--- config.mk ---
export PLATFORM = sky130hd
export DESIGN_NAME = lut_frac_scan
export DESIGN_NICKNAME = d
export VERILOG_FILES = /design/src/rtl/lut_frac_pkg.sv /design/src/rtl/lut_frac_mem.sv /design/src/rtl/lut_frac_scan.sv
export SDC_FILE = /design/constraint.sdc
export NUM_CORES = 1
export LEC_CHECK = 0
export BUFFER_PORTS_ARGS = -buffer_cell sky130_fd_sc_hd__buf_2
export CORE_MARGIN = 1
export CORE_UTILIZATION = 60
export DETAILED_ROUTE_END_ITERATION = 10
export PLACE_DENSITY_LB_ADDON = 0.12
export SLEW_MARGIN = 10
export SYNTH_ARGS = -nofsm -noshare
export SYNTH_HDL_FRONTEND = slang
export SYNTH_SLANG_ARGS = --single-unit
--- constraint.sdc ---
create_clock -name config_clk -period 3.08 [get_ports config_clk]
set_input_delay 0.154 -clock config_clk [delete_from_list [all_inputs] [get_ports config_clk]]
set_output_delay 0.154 -clock config_clk [all_outputs]
set_load 0.1 [all_outputs]
--- src/rtl/lut_frac_pkg.sv ---
// lut_frac_pkg: shared types and size helpers for the fracturable LUT.
package lut_frac_pkg;
    typedef enum logic [1:0] {IDLE, SHIFT, COMMIT} lf_state_e;
    function automatic int cfg_w(input int inputs);
        return 2 * (2 ** inputs) + 1;
    endfunction
    function automatic int cnt_w(input int inputs);
        return $clog2(cfg_w(inputs) + 1);
    endfunction
endpackage

--- src/rtl/lut_frac_mem.sv ---
// lut_mem: read-only MEM_SIZE-bit mux indexed by an INPUTS-bit address.
module lut_mem #(
    parameter int INPUTS = 4,
    localparam int MEM_SIZE = 2 ** INPUTS
) (
    input  logic [MEM_SIZE-1:0] i_mem,
    input  logic [INPUTS-1:0]   i_addr,
    output logic                o_q
);
    assign o_q = i_mem[i_addr];
endmodule

--- src/rtl/lut_frac_scan.sv ---
// lut_frac_scan: dual/chained LUT with shadow-then-commit serial configuration.
// Define LUT_OUT_REG_EN to register out on config_clk.
module lut_frac_scan
    import lut_frac_pkg::*;
#(
    parameter int INPUTS = 4,
    localparam int MEM_SIZE = 2 ** INPUTS
) (
    input  logic                  config_clk,
    input  logic                  config_rst_n,
    input  logic [2*INPUTS-1:0]   addr,
    output logic [1:0]            out,
    input  logic                  config_en,
    input  logic                  config_in,
    input  logic                  config_abort,
    output logic                  config_ready,
    output logic                  config_done
);
    localparam int CFG_W = cfg_w(INPUTS);
    localparam int CNT_W = cnt_w(INPUTS);

    lf_state_e          r_state, w_state_nxt;
    logic [CNT_W-1:0]   r_cnt, w_cnt_nxt;
    logic [CFG_W-1:0]   r_shadow, r_active;
    logic               w_accept, w_first, w_second, w_sel;

    always_comb begin
        w_state_nxt  = r_state;
        w_cnt_nxt    = r_cnt;
        config_ready = r_state != COMMIT;
        config_done  = r_state == COMMIT;
        w_accept     = config_en && config_ready && !config_abort;
        if (r_state == COMMIT || config_abort) begin
            w_state_nxt = IDLE;
            w_cnt_nxt   = '0;
        end else if (w_accept) begin
            w_cnt_nxt   = r_cnt + CNT_W'(1);
            w_state_nxt = (w_cnt_nxt == CNT_W'(CFG_W)) ? COMMIT : SHIFT;
        end
    end

    // Reset leaves split=1 with empty memories so both outputs read 0.
    always_ff @(posedge config_clk or negedge config_rst_n) begin
        if (!config_rst_n) begin
            r_state  <= IDLE;
            r_cnt    <= '0;
            r_shadow <= '0;
            r_active <= {1'b1, {(CFG_W-1){1'b0}}};
        end else begin
            r_state <= w_state_nxt;
            r_cnt   <= w_cnt_nxt;
            if (w_accept) r_shadow <= {r_shadow[CFG_W-2:0], config_in};
            if (r_state == COMMIT) r_active <= r_shadow;
        end
    end

    lut_mem #(.INPUTS(INPUTS)) u_first (
        .i_mem  (r_active[2*MEM_SIZE-1:MEM_SIZE]),
        .i_addr (addr[2*INPUTS-1:INPUTS]),
        .o_q    (w_first)
    );

    // Chained mode steers the second LUT's top address bit from the first LUT.
    assign w_sel = r_active[CFG_W-1] ? addr[INPUTS-1] : w_first;

    lut_mem #(.INPUTS(INPUTS)) u_second (
        .i_mem  (r_active[MEM_SIZE-1:0]),
        .i_addr ({w_sel, addr[INPUTS-2:0]}),
        .o_q    (w_second)
    );

`ifdef LUT_OUT_REG_EN
    logic [1:0] r_out;
    always_ff @(posedge config_clk or negedge config_rst_n) begin
        if (!config_rst_n) r_out <= '0;
        else r_out <= {w_first, w_second};
    end
    assign out = r_out;
`else
    assign out = {w_first, w_second};
`endif
endmodule

Word-level counts from Yosys, hierarchy flattened
Cells that the tools add are included.
Widths: inputs -> output; s select.
{"block": "totals", "regBits": 74, "latch_bits": 0, "ramBits": 0, "rom_bits": 0, "in_bits": 13, "word_cells": 25, "memories": 0}
{"block": "op_classes", "n_addsub": 1, "multipliers": 0, "div_mod_pow": 0, "order_cmp": 2, "n_eq_ne": 3, "shifts": 0, "muxes": 10, "bitwise_logic": 0, "reduce_logical": 5}
{"op": "$mux 6", "count": 2}
{"op": "$lt 4x5->1 const B", "count": 2}
{"op": "$bmux 1 s4", "count": 2}
{"op": "$add 6x1->6 const B", "count": 1}
{"op": "$eq 6x6->1 const B", "count": 1}
{"op": "$mux 2", "count": 3}
{"op": "$mux 1", "count": 3}
{"op": "$eq 2x2->1 const B", "count": 1}
{"op": "$logic_and 1x1->1", "count": 2}
{"op": "$ne 2x2->1 const B", "count": 1}
{"op": "$reduce_bool 2->1", "count": 1}
{"op": "$logic_not 1->1", "count": 1}
{"op": "$logic_or 1x1->1", "count": 1}

Logic depth before layout (Yosys ltp)
Gate-level depths: netlist (run 1).
{"block": "logic_depth", "depth_word": 5, "ltp_mapped": 7, "mapped_depth_nobuf": 5}

Modules after synthesis
A second synthesis (run 1) with hierarchy kept.
{"block": "hier_totals", "hier_cells": 206, "area_unflattened_um2": 3243.1}
{"module": "lut_frac_scan", "n_inst": 1, "cells_per_inst": 192, "area_per_inst_um2": 2972.9, "seq_area_each_um2": 1853.0}
{"module": "lut_mem", "n_inst": 2, "cells_per_inst": 7, "area_per_inst_um2": 135.1, "seq_area_each_um2": 0.0}

Worst setup path before layout (run 1)
No wires, ideal clock.
{"block": "synth_path", "path_type": "reg2out", "startpoint": "reg r_state[0]", "endpoint": "out config_ready", "arrival_time_ps": 1733, "t_required_ps": 2926, "slack_ps": 1193, "stages_incl_launch_ff": 5, "n_path_buf": 2, "path_cell_list": "dfrtp_1 nor2b_1 buf_2 buf_2 inv_1"}
{"block": "synth_via", "elab_chain_len": 1}
{"item": "start: declaration", "line_no": "lut_frac_scan.sv:22", "rtl": "lf_state_e r_state, w_state_nxt;"}
{"item": "start signal: assignment", "line_no": "lut_frac_scan.sv:50", "rtl": "r_state <= w_state_nxt;"}
{"item": "$ne 2x2->1", "line_no": "lut_frac_scan.sv:30", "rtl": "config_ready = r_state != COMMIT;"}
{"item": "end: declaration", "line_no": "lut_frac_scan.sv:16", "rtl": "output logic config_ready,"}
No other way between the ends.

Worst setup path in the final report (run 1)
{"block": "layout_path", "startpoint": "reg r_active[25]", "endpoint": "out out[0]"}
{"block": "layout_via", "elab_chain_len": 5}
{"item": "start: declaration", "line_no": "lut_frac_scan.sv:24", "rtl": "logic [CFG_W-1:0] r_shadow, r_active;"}
{"item": "start signal: assignment", "line_no": "lut_frac_scan.sv:48", "rtl": "r_active <= {1'b1, {(CFG_W-1){1'b0}}};"}
{"item": "start signal: assignment", "line_no": "lut_frac_scan.sv:53", "rtl": "if (r_state == COMMIT) r_active <= r_shadow;"}
{"item": "$bmux 1 s4", "line_no": "lut_frac_mem.sv:10", "rtl": "assign o_q = i_mem[i_addr];"}
{"item": "$mux 1 (not written as such)", "line_no": "lut_frac_mem.sv:10"}
{"item": "$mux 1", "line_no": "lut_frac_scan.sv:64", "rtl": "assign w_sel = r_active[CFG_W-1] ? addr[INPUTS-1] : w_first;"}
{"item": "$bmux 1 s4", "line_no": "lut_frac_mem.sv:10"}
{"item": "$mux 1 (not written as such)", "line_no": "lut_frac_mem.sv:10"}
{"item": "end: declaration", "line_no": "lut_frac_scan.sv:12", "rtl": "output logic [1:0] out,"}
No other way between the ends. The select of a mux whose other input is x is not followed.

==> results of run 1 <==
## metal layers
metal	wire, um	share of wire	GRT usage	vias to the layer above
met4	105	0.020	0.1255	0
met2	2513	0.48	0.3294	29
met3	156	0.030	0.04365	11
met5	0	0	0	-
li1	-	-	-	815
met1	2450	0.47	0.2597	896
## through the flow
stage / power (W) / utilization / area [um^2] / hold WS, ns / setup slack (ns)
floorplan: 0.001259 / - / 3258 / -0.1416 / 1.193
global placement: 0.001310 / 0.6514 / 3369 / 0.3912 / 1.073
detailed placement: 0.001330 / 0.6514 / 3369 / 0.3955 / 1.064
CTS: 0.002108 / 0.6923 / 3581 / 0.03744 / 0.6965
global route: 0.002175 / 0.6923 / 3581 / 0.05062 / 0.5880
finish: 0.002090 / 0.6923 / 3581 / 0.02401 / 0.7079
## worst max-delay path by stage
stage / endpoint / slack [ns] / cells after the start / from
after floorplan: config_ready / 1.19 / 4 / r_state[0]
after global placement: out[0] / 1.07 / 6 / addr[4]
after detailed placement: out[0] / 1.06 / 6 / addr[4]
after CTS: out[0] / 0.70 / 5 / r_active[25]
after global routing: out[0] / 0.59 / 5 / r_active[1]
final: out[0] / 0.71 / 5 / r_active[25]
## sequential cells by signal, indices dropped and copies added, names as in the netlist
name / cells
r_shadow: 33
r_state: 2
r_active: 33
r_cnt: 6
## power groups by stage
stage / clock network, W / registers, W / logic (W)
after global placement: 0 / 0.00115 / 0.000158
after detailed placement: 0 / 0.00116 / 0.000168
after CTS: 0.000797 / 0.00114 / 0.000169
after global routing: 0.000832 / 0.00116 / 0.000184
after floorplan: 0 / 0.00113 / 0.000126
final: 0.000780 / 0.00114 / 0.000165
## kinds of logic (layout without fill, tap and decap cells)
family                     count (synthesis)  count (layout)  share of synthesized area
muxes                                     77              77                     0.3015
buffers and inverters                     17              40                    0.03072
AOI/OAI and AO/OA                          8               8                    0.02074
adders and majority gates                  2               2                   0.007679
xor gates and xnor gates                   7               7                    0.01882
DFF                                       74              74                     0.5687
and+or+nand+nor                           30              30                    0.05185
## cells in the mapped netlist (3+ instances only)
master	instances
inv_1	5
xor2_1	5
nand2_1	5
dfrtp_1	73
buf_2	5
mux2_2	68
mux4_1	7
nor2b_1	4
buf_6	3
nor2_1	8
## final cells by class
| type | instances | area, um^2 |
|---|---|---|
| clock buffers | 11 | 151.4 |
| clock inverters | 5 | 60.06 |
| fillers | 340 | 1592 |
| inverters | 5 | 18.77 |
| multi-input cells | 124 | 1308 |
| flip-flops and latches | 74 | 1853 |
| well taps | 70 | 87.58 |
| repair buffers | 19 | 102.6 |
==> results.toml, run 1 <==
[die]
dieArea_um2 = 5729
ios = 17
die_x_um = 75.69
die_h_um = 75.69
rows = 26
initial_core_util = 0.6299
core_um2 = 5172

[yosys]
synth-edff-count = 0
synthArstFlopShare = 1.000
yosys_register_bits = 74
synth_cells = 215
synth_nets = 230
yosysTopAreaCell = "dfrtp_1"
synth_top_area_share = 0.5607
ys_warn_count = 0
synth_cell_types = 33
synth.yosys.seq_area_share = 0.5687
ys.flop_type = "dfrtp_1"
syn-cell-area_um2 = 3258
ys_top_cells_by_area = "dfrtp_1 (56%), mux2_2 (24%), mux4_1 (5.6%), xor2_1 (1.3%), buf_6 (1.0%)"
synth_area_per_cell_um2 = 15.15

[power_and_ir_drop]
clockPowerShare = 0.373
comb_power_share = 0.079
p_per_area_nw_per_um2 = 583.5
seqPwrFrac = 0.548
power_switching_share = 0.2391
power.switching_w = 0.0004997
leakage_nw = 1.785
p_int_w = 0.001590
peakVddDrop_uv = 364.6

[setup_path]
arrival_ns = 2.22
crit_path_max_incr_delay_ns = 0.51
worstReg2RegStart = "r_state[1]"
endpoint_kind = "primary output"
r2r-end = "r_shadow[21]"
critical_path.max_fanout = 3
path_buf_inv = 1
reg2regPathDepth = 4
startpoint_type = "flop"
slowest_stage = "mux4_1"
required_ns = 2.93
r2r_slack_ns = 1.13
critPathKind = "flop to primary output"
crit_path_cell_trace = "mux4_1 > a22oi_2 > a311oi_1 > a211oi_1 > buf_2"
crit_family = "compound AO/OA/AOI/OAI gates"

[drt]
wire_per_inst_um = 16.96
vias = 1751
drtAntennaViolNets = 0
drcViolationCount = 0
vias_per_cell = 5.685
routed_wl_um = 5225
drt_iter0_markers = 60
dr.pass1.iters = 4

[sta]
min_period_over_period = 0.7702
finalSetupTns_ns = 0
setup_viol = 0
fin_crit_ns = 2.372
tightest_slew_ns = 1.118
slew_violations = 0
maxSlewHeadroom = 0.2544
max_freq_mhz = 421.6
rsz0062_at_grt = "false"
hold_violations = 0
fin_worst_skew_ns = 0.006557

[clocking]
insertion_delay_ns = 0.34
cts_setup_buffers = 0
numCtsBuffers = 9
cts_root_buffer = "clkbuf_8"
cts_tree = "done"
holdBufCountCts = 0
clock-sinks = 74
ctsResizeCount = 0
htree_levels = 3
clock_path_buffers = 2
cts.clk_slew.worst_paths_ns = 0.08

[global_routing]
grt_first_pass_wirelength_um = 8266
antenna_found_initial = 0
grt_pass1_vias = 1723
grt_overflow_total = 0
grt_usage = 0.2060
grt_max_degree = 53

[run]
drv_cap = 0

[final_layout]
final_nets = 248
syn2layout_area_growth_pct = 9.908
drive_gt1_frac = 0.4622
mostFrequentLayoutCell = "dfrtp_1"
final_cell_mix = "dfrtp_1 (73), mux2_2 (68), buf_2 (16)"
final_cells = 308
antenna_cells = 0

[min_path]
hold_class = "input port to async pin"

[place]
port_buffers = 16
dp_hpwl_um = 3578
gp_congestion = 0.8360
dpl.cell_count = 292

[outcome]
status = "finished, final reports clean"
No activity file was read; power rests on OpenSTA's default activity.
==> inputs of run 2 (changes only) <==
CORE_UTILIZATION = 54   (was 60)
clock period = 2 ns   (was 3.08 ns; I/O delays follow)
==> results.toml, run 2 (synthesized netlist as in run 1, its figures left out) <==
[outcome]
status = "finished, violations left"
violations = "negative setup slack"

[place]
dpl.cell_count = 294
gp_congestion = 0.8401
port_buffers = 16
dp_hpwl_um = 3386

[die]
die_h_um = 79.68
die_x_um = 79.68
rows = 27
initial_core_util = 0.5741
core_um2 = 5675
dieArea_um2 = 6348
ios = 17

[final_layout]
final_cell_mix = "dfrtp_1 (73), mux2_2 (67), buf_2 (13)"
final_nets = 250
drive_gt1_frac = 0.4792
antenna_cells = 0
final_cells = 312
mostFrequentLayoutCell = "dfrtp_1"
top_regs = "r_active x33, r_shadow x33, r_cnt x6"
fill_cells = 425
syn2layout_area_growth_pct = 14.40

[power_and_ir_drop]
peakVddDrop_uv = 647.2
p_per_area_nw_per_um2 = 912.0
p_total_w = 0.003399
leakage_nw = 1.829

[sta]
fin_crit_ns = 2.222
fin_worst_skew_ns = 0.008385
finalWorstSetupSlack_ns = -0.2223
hold_violations = 0
rsz0062_at_grt = "true"
min_period_over_period = 1.111
setup_viol = 1
slew_violations = 0
tightest_slew_ns = 0.4812
max_freq_mhz = 450.0
maxSlewHeadroom = 0.6814

[clocking]
htree_levels = 3
clock-sinks = 74
clock_path_buffers = 2
cts_root_buffer = "clkbuf_8"
cts_setup_buffers = 0
insertion_delay_ns = 0.34
cts_tree = "done"
cts.clk_slew.worst_paths_ns = 0.07
numCtsBuffers = 9

[drt]
dr.pass1.iters = 4
vias = 1723
drtAntennaViolNets = 0
vias_per_cell = 5.522
routed_wl_um = 5163
drcViolationCount = 0
drt_iter0_markers = 75
wire_per_inst_um = 16.55

[min_path]
hold_class = "input port to flop"

[setup_path]
crit_path_end = "out[0]"
r2r-end = "r_shadow[32]"
critPathKind = "flop to primary output"
critPathLaunch = "r_active[29]"
endpoint_kind = "primary output"
r2r_slack_ns = 0.26
required_ns = 1.90
reg2regPathDepth = 5
arrival_ns = 2.12
startpoint_type = "flop"
critical_path.max_fanout = 3
worstReg2RegStart = "r_state[1]"

[global_routing]
grt_overflow_total = 0
antenna_found_initial = 0
grt_max_degree = 75
grt_usage = 0.1942
grt_first_pass_wirelength_um = 9018
grt_pass1_vias = 1877

[run]
drv_cap = 0
run 2: timing repair:
action,in CTS,in global routing
hold endpoints to repair,74,0
pin swaps,3,0
hold buffers,2,0
setup endpoints to repair,1,2
gates resized for setup,6,6
run 2: critical path: stages (launching register included):
cell,delay (ns)
dfrtp_1,0.37
mux4_2,0.47
a22oi_2,0.27
a311oi_2,0.16
a211oi_2,0.29
buf_12,0.22
run 2: stage by stage:
stage	instance area (um^2)	hold slack, ns	worst slack, ns	setup TNS (ns)	utilization
6_report	3727	0.1447	-0.2223	-0.2223	0.6567
5_1_grt	3727	0.1396	-0.2750	-0.2750	0.6567
4_1_cts	3725	0.1276	-0.2158	-0.2158	0.6563
3_5_place_dp	3432	0.1591	-0.0004163	-0.0004163	0.6047
3_3_place_gp	3432	0.1471	0.1406	0	0.6047
2_1_floorplan	3258	-0.1956	0.1667	0	-
run 2: layer usage:
| metal | track usage | part of all wire |
|---|---|---|
| met1 | 0.2473 | 0.46 |
| met2 | 0.3060 | 0.49 |
| met3 | 0.05143 | 0.032 |
| met4 | 0.09818 | 0.015 |
| met5 | 0 | 0 |
run 2: power breakdown:
group          total (W)  internal, W  switching [W]
logic           0.000263     0.000158       0.000104
registers        0.00176      0.00165       0.000108
clock network    0.00138     0.000866       0.000514
total            0.00340      0.00267       0.000726
run 2: worst min path at each step:
| stage | startpoint | endpoint | slack (ns) | depth (start not counted) |
|---|---|---|---|---|
| 6_report | config_en | r_state[0] | 0.14 | 3 |
| 5_1_grt | config_en | r_state[0] | 0.14 | 3 |
| 4_1_cts | config_en | r_state[0] | 0.13 | 3 |
| 3_5_place_dp | config_rst_n | r_shadow[21] | 0.16 | 2 |
| 3_3_place_gp | config_rst_n | r_shadow[22] | 0.15 | 2 |
| 2_1_floorplan | config_rst_n | r_active[0] | -0.20 | 0 |
run 2: final cells by class:
cell class                 count  area, um^2  share of cell area
multi-input combinational    124        1338              0.3588
timing repair buffer          21       183.9             0.04935
inverter                       5       18.77            0.005035
clock inverter                 4       98.84             0.02652
tap                           72       90.09             0.02417
clock buffer                  12       145.1             0.03894
sequential                    74        1853              0.4971
==> inputs of run 3 (changes only) <==
CELL_PAD_IN_SITES_DETAIL_PLACEMENT = 0   (was unset)
CELL_PAD_IN_SITES_GLOBAL_PLACEMENT = 1   (was unset)
CORE_UTILIZATION = 46   (was 54)
==> results.toml, run 3 (synthesized netlist as in run 1, its figures left out) <==
[global_routing]
grt_usage = 0.1717
grt_max_degree = 75
grtUsageMet2 = 0.2734
grt_pass1_vias = 1926
grtUsageMet1 = 0.2252
grt_overflow_total = 0
busiest_layer = "met2"
grt_util_met3 = 0.03561
grt_first_pass_wirelength_um = 9522
antenna_found_initial = 0

[final_layout]
top_regs = "r_active x33, r_shadow x33, r_cnt x6"
antenna_cells = 0
mostFrequentLayoutCell = "dfrtp_1"
final_cell_mix = "dfrtp_1 (73), mux2_2 (67), buf_2 (13)"
finish.instance_area_um2 = 3755
final_nets = 252
syn2layout_area_growth_pct = 15.25
final_cells = 338
multiInputGateArea_um2 = 1338
fill_cells = 560
drive_gt1_frac = 0.5041
seq_area_um2 = 1853

[sta]
max_freq_mhz = 442.6
maxSlewHeadroom = 0.6723
hold_violations = 0
rsz0062_at_grt = "true"
min_period_over_period = 1.130
whs_ns = 0.1315
finalSetupTns_ns = -0.2730
finalWorstSetupSlack_ns = -0.2592
fin_crit_ns = 2.259
tightest_slew_ns = 0.4916
setup_viol = 2
slew_violations = 0
fin_worst_skew_ns = 0.007617

[place]
pre_cts_ws_ns = 0.08010
gp_congestion = 0.8366
place_area_um2 = 3465
dpl.cell_count = 319
dp_hpwl_um = 3501
port_buffers = 16

[setup_path]
crit_path_cell_trace = "mux4_2 > a22oi_2 > a311oi_2 > a211oi_2 > buf_12"
reg2regPathDepth = 5
crit_path_max_incr_delay_ns = 0.49
path_buf_inv = 1
arrival_ns = 2.16
slowest_stage = "mux4_2"
crit_family = "compound AO/OA/AOI/OAI gates"
cp.depth = 5
critical_path.max_fanout = 3
critPathKind = "flop to primary output"
required_ns = 1.90
endpoint_kind = "primary output"
startpoint_type = "flop"

[drt]
vias_per_cell = 5.281
routed_wl_um = 5525
wire_per_inst_um = 16.35
drt_iter0_markers = 57
dr.pass1.iters = 4
drtAntennaViolNets = 0
vias = 1785
drcViolationCount = 0

[min_path]
min_path_cells = 3
hold_class = "input port to flop"

[die]
ios = 17
initial_core_util = 0.4769
core_um2 = 6832
die_h_um = 86.16
dieArea_um2 = 7424
rows = 30
die_x_um = 86.16

[power_and_ir_drop]
comb_power_share = 0.084
power_switching_share = 0.2399
leakage_nw = 1.819
power.switching_w = 0.0007909
seqPwrFrac = 0.535
clockPowerShare = 0.382
p_int_w = 0.002506
peakVddDrop_uv = 380.9
p_per_area_nw_per_um2 = 878.2

[clocking]
clock-sinks = 74
cts_root_buffer = "clkbuf_8"
cts_tree = "done"
numCtsBuffers = 9
htree_levels = 3
cts.clk_slew.worst_paths_ns = 0.08
insertion_delay_ns = 0.34
clock_path_buffers = 2

[outcome]
status = "finished, violations left"
violations = "negative setup slack"

[run]
drv_cap = 0
-- run 3: cell types whose count changed in the layout (fill, tap and decap cells not counted) --
cell        change
mux4_1          -2
clkbuf_1        -2
buf_6           -1
bufinv_16       -1
nand3_1         -1
mux4_2          +2
clkbuf_8        -1
clkinv_2        +2
buf_12          +1
clkinvlp_4      +2
buf_4           +2
nand3_4         +1
nor2b_4         -1
nor2b_2         +1
-- run 3: repair_timing --
item	4_1_cts	5_1_grt
setup endpoints to repair	2	2
pin swaps	3	4
hold buffers	2	0
setup buffers	0	2
hold endpoints to repair	74	0
resized for setup	3	14
-- run 3: worst paths after layout --
| path | start | endpoint | slack [ns] |
|---|---|---|---|
| hold reg to reg | r_active[2] | r_active[2] | 0.51 |
| setup reg to reg | r_state[1] | r_shadow[11] | 0.25 |
| min in group asynchronous | config_rst_n | r_shadow[27] | 0.31 |
| max in group asynchronous | config_rst_n | r_active[32] | 1.37 |
| hold / removal | config_en | r_state[0] | 0.13 |
| setup / recovery | r_active[29] | out[0] | -0.26 |
-- run 3: tightest hold or removal path, stage by stage --
cell and delay [ns]:
buf_2 0.17, nor2_1 0.12, nor3_1 0.05
-- run 3: area by class of cell --
| cell class | count | share of cell area |
|---|---|---|
| Clock buffer | 9 | 0.03299 |
| Timing Repair Buffer | 23 | 0.05531 |
| Multi-Input combinational cell | 124 | 0.3562 |
| Tap cell | 96 | 0.03199 |
| Inverter | 5 | 0.004998 |
| Clock inverter | 7 | 0.02499 |
| Sequential cell | 74 | 0.4935 |
-- run 3: routing by layer --
metal	wire length, um	share of wire
met5	0	0
met4	119	0.022
met3	173	0.031
met2	2695	0.49
met1	2536	0.46
-- run 3: through the flow --
step / power [W] / utilization
floorplan: 0.001938 / -
global placement: 0.002031 / 0.5071
detailed placement: 0.002069 / 0.5071
CTS: 0.003342 / 0.5427
global route: 0.003447 / 0.5496
finish: 0.003297 / 0.5496
-- run 3: power by group through the flow --
stage          registers, W  clock network [W]  logic, W
3_3_place_gp        0.00178                  0  0.000255
6_report            0.00176            0.00126  0.000276
5_1_grt             0.00178            0.00136  0.000304
3_5_place_dp        0.00179                  0  0.000277
4_1_cts             0.00176            0.00130  0.000283
2_1_floorplan       0.00174                  0  0.000194
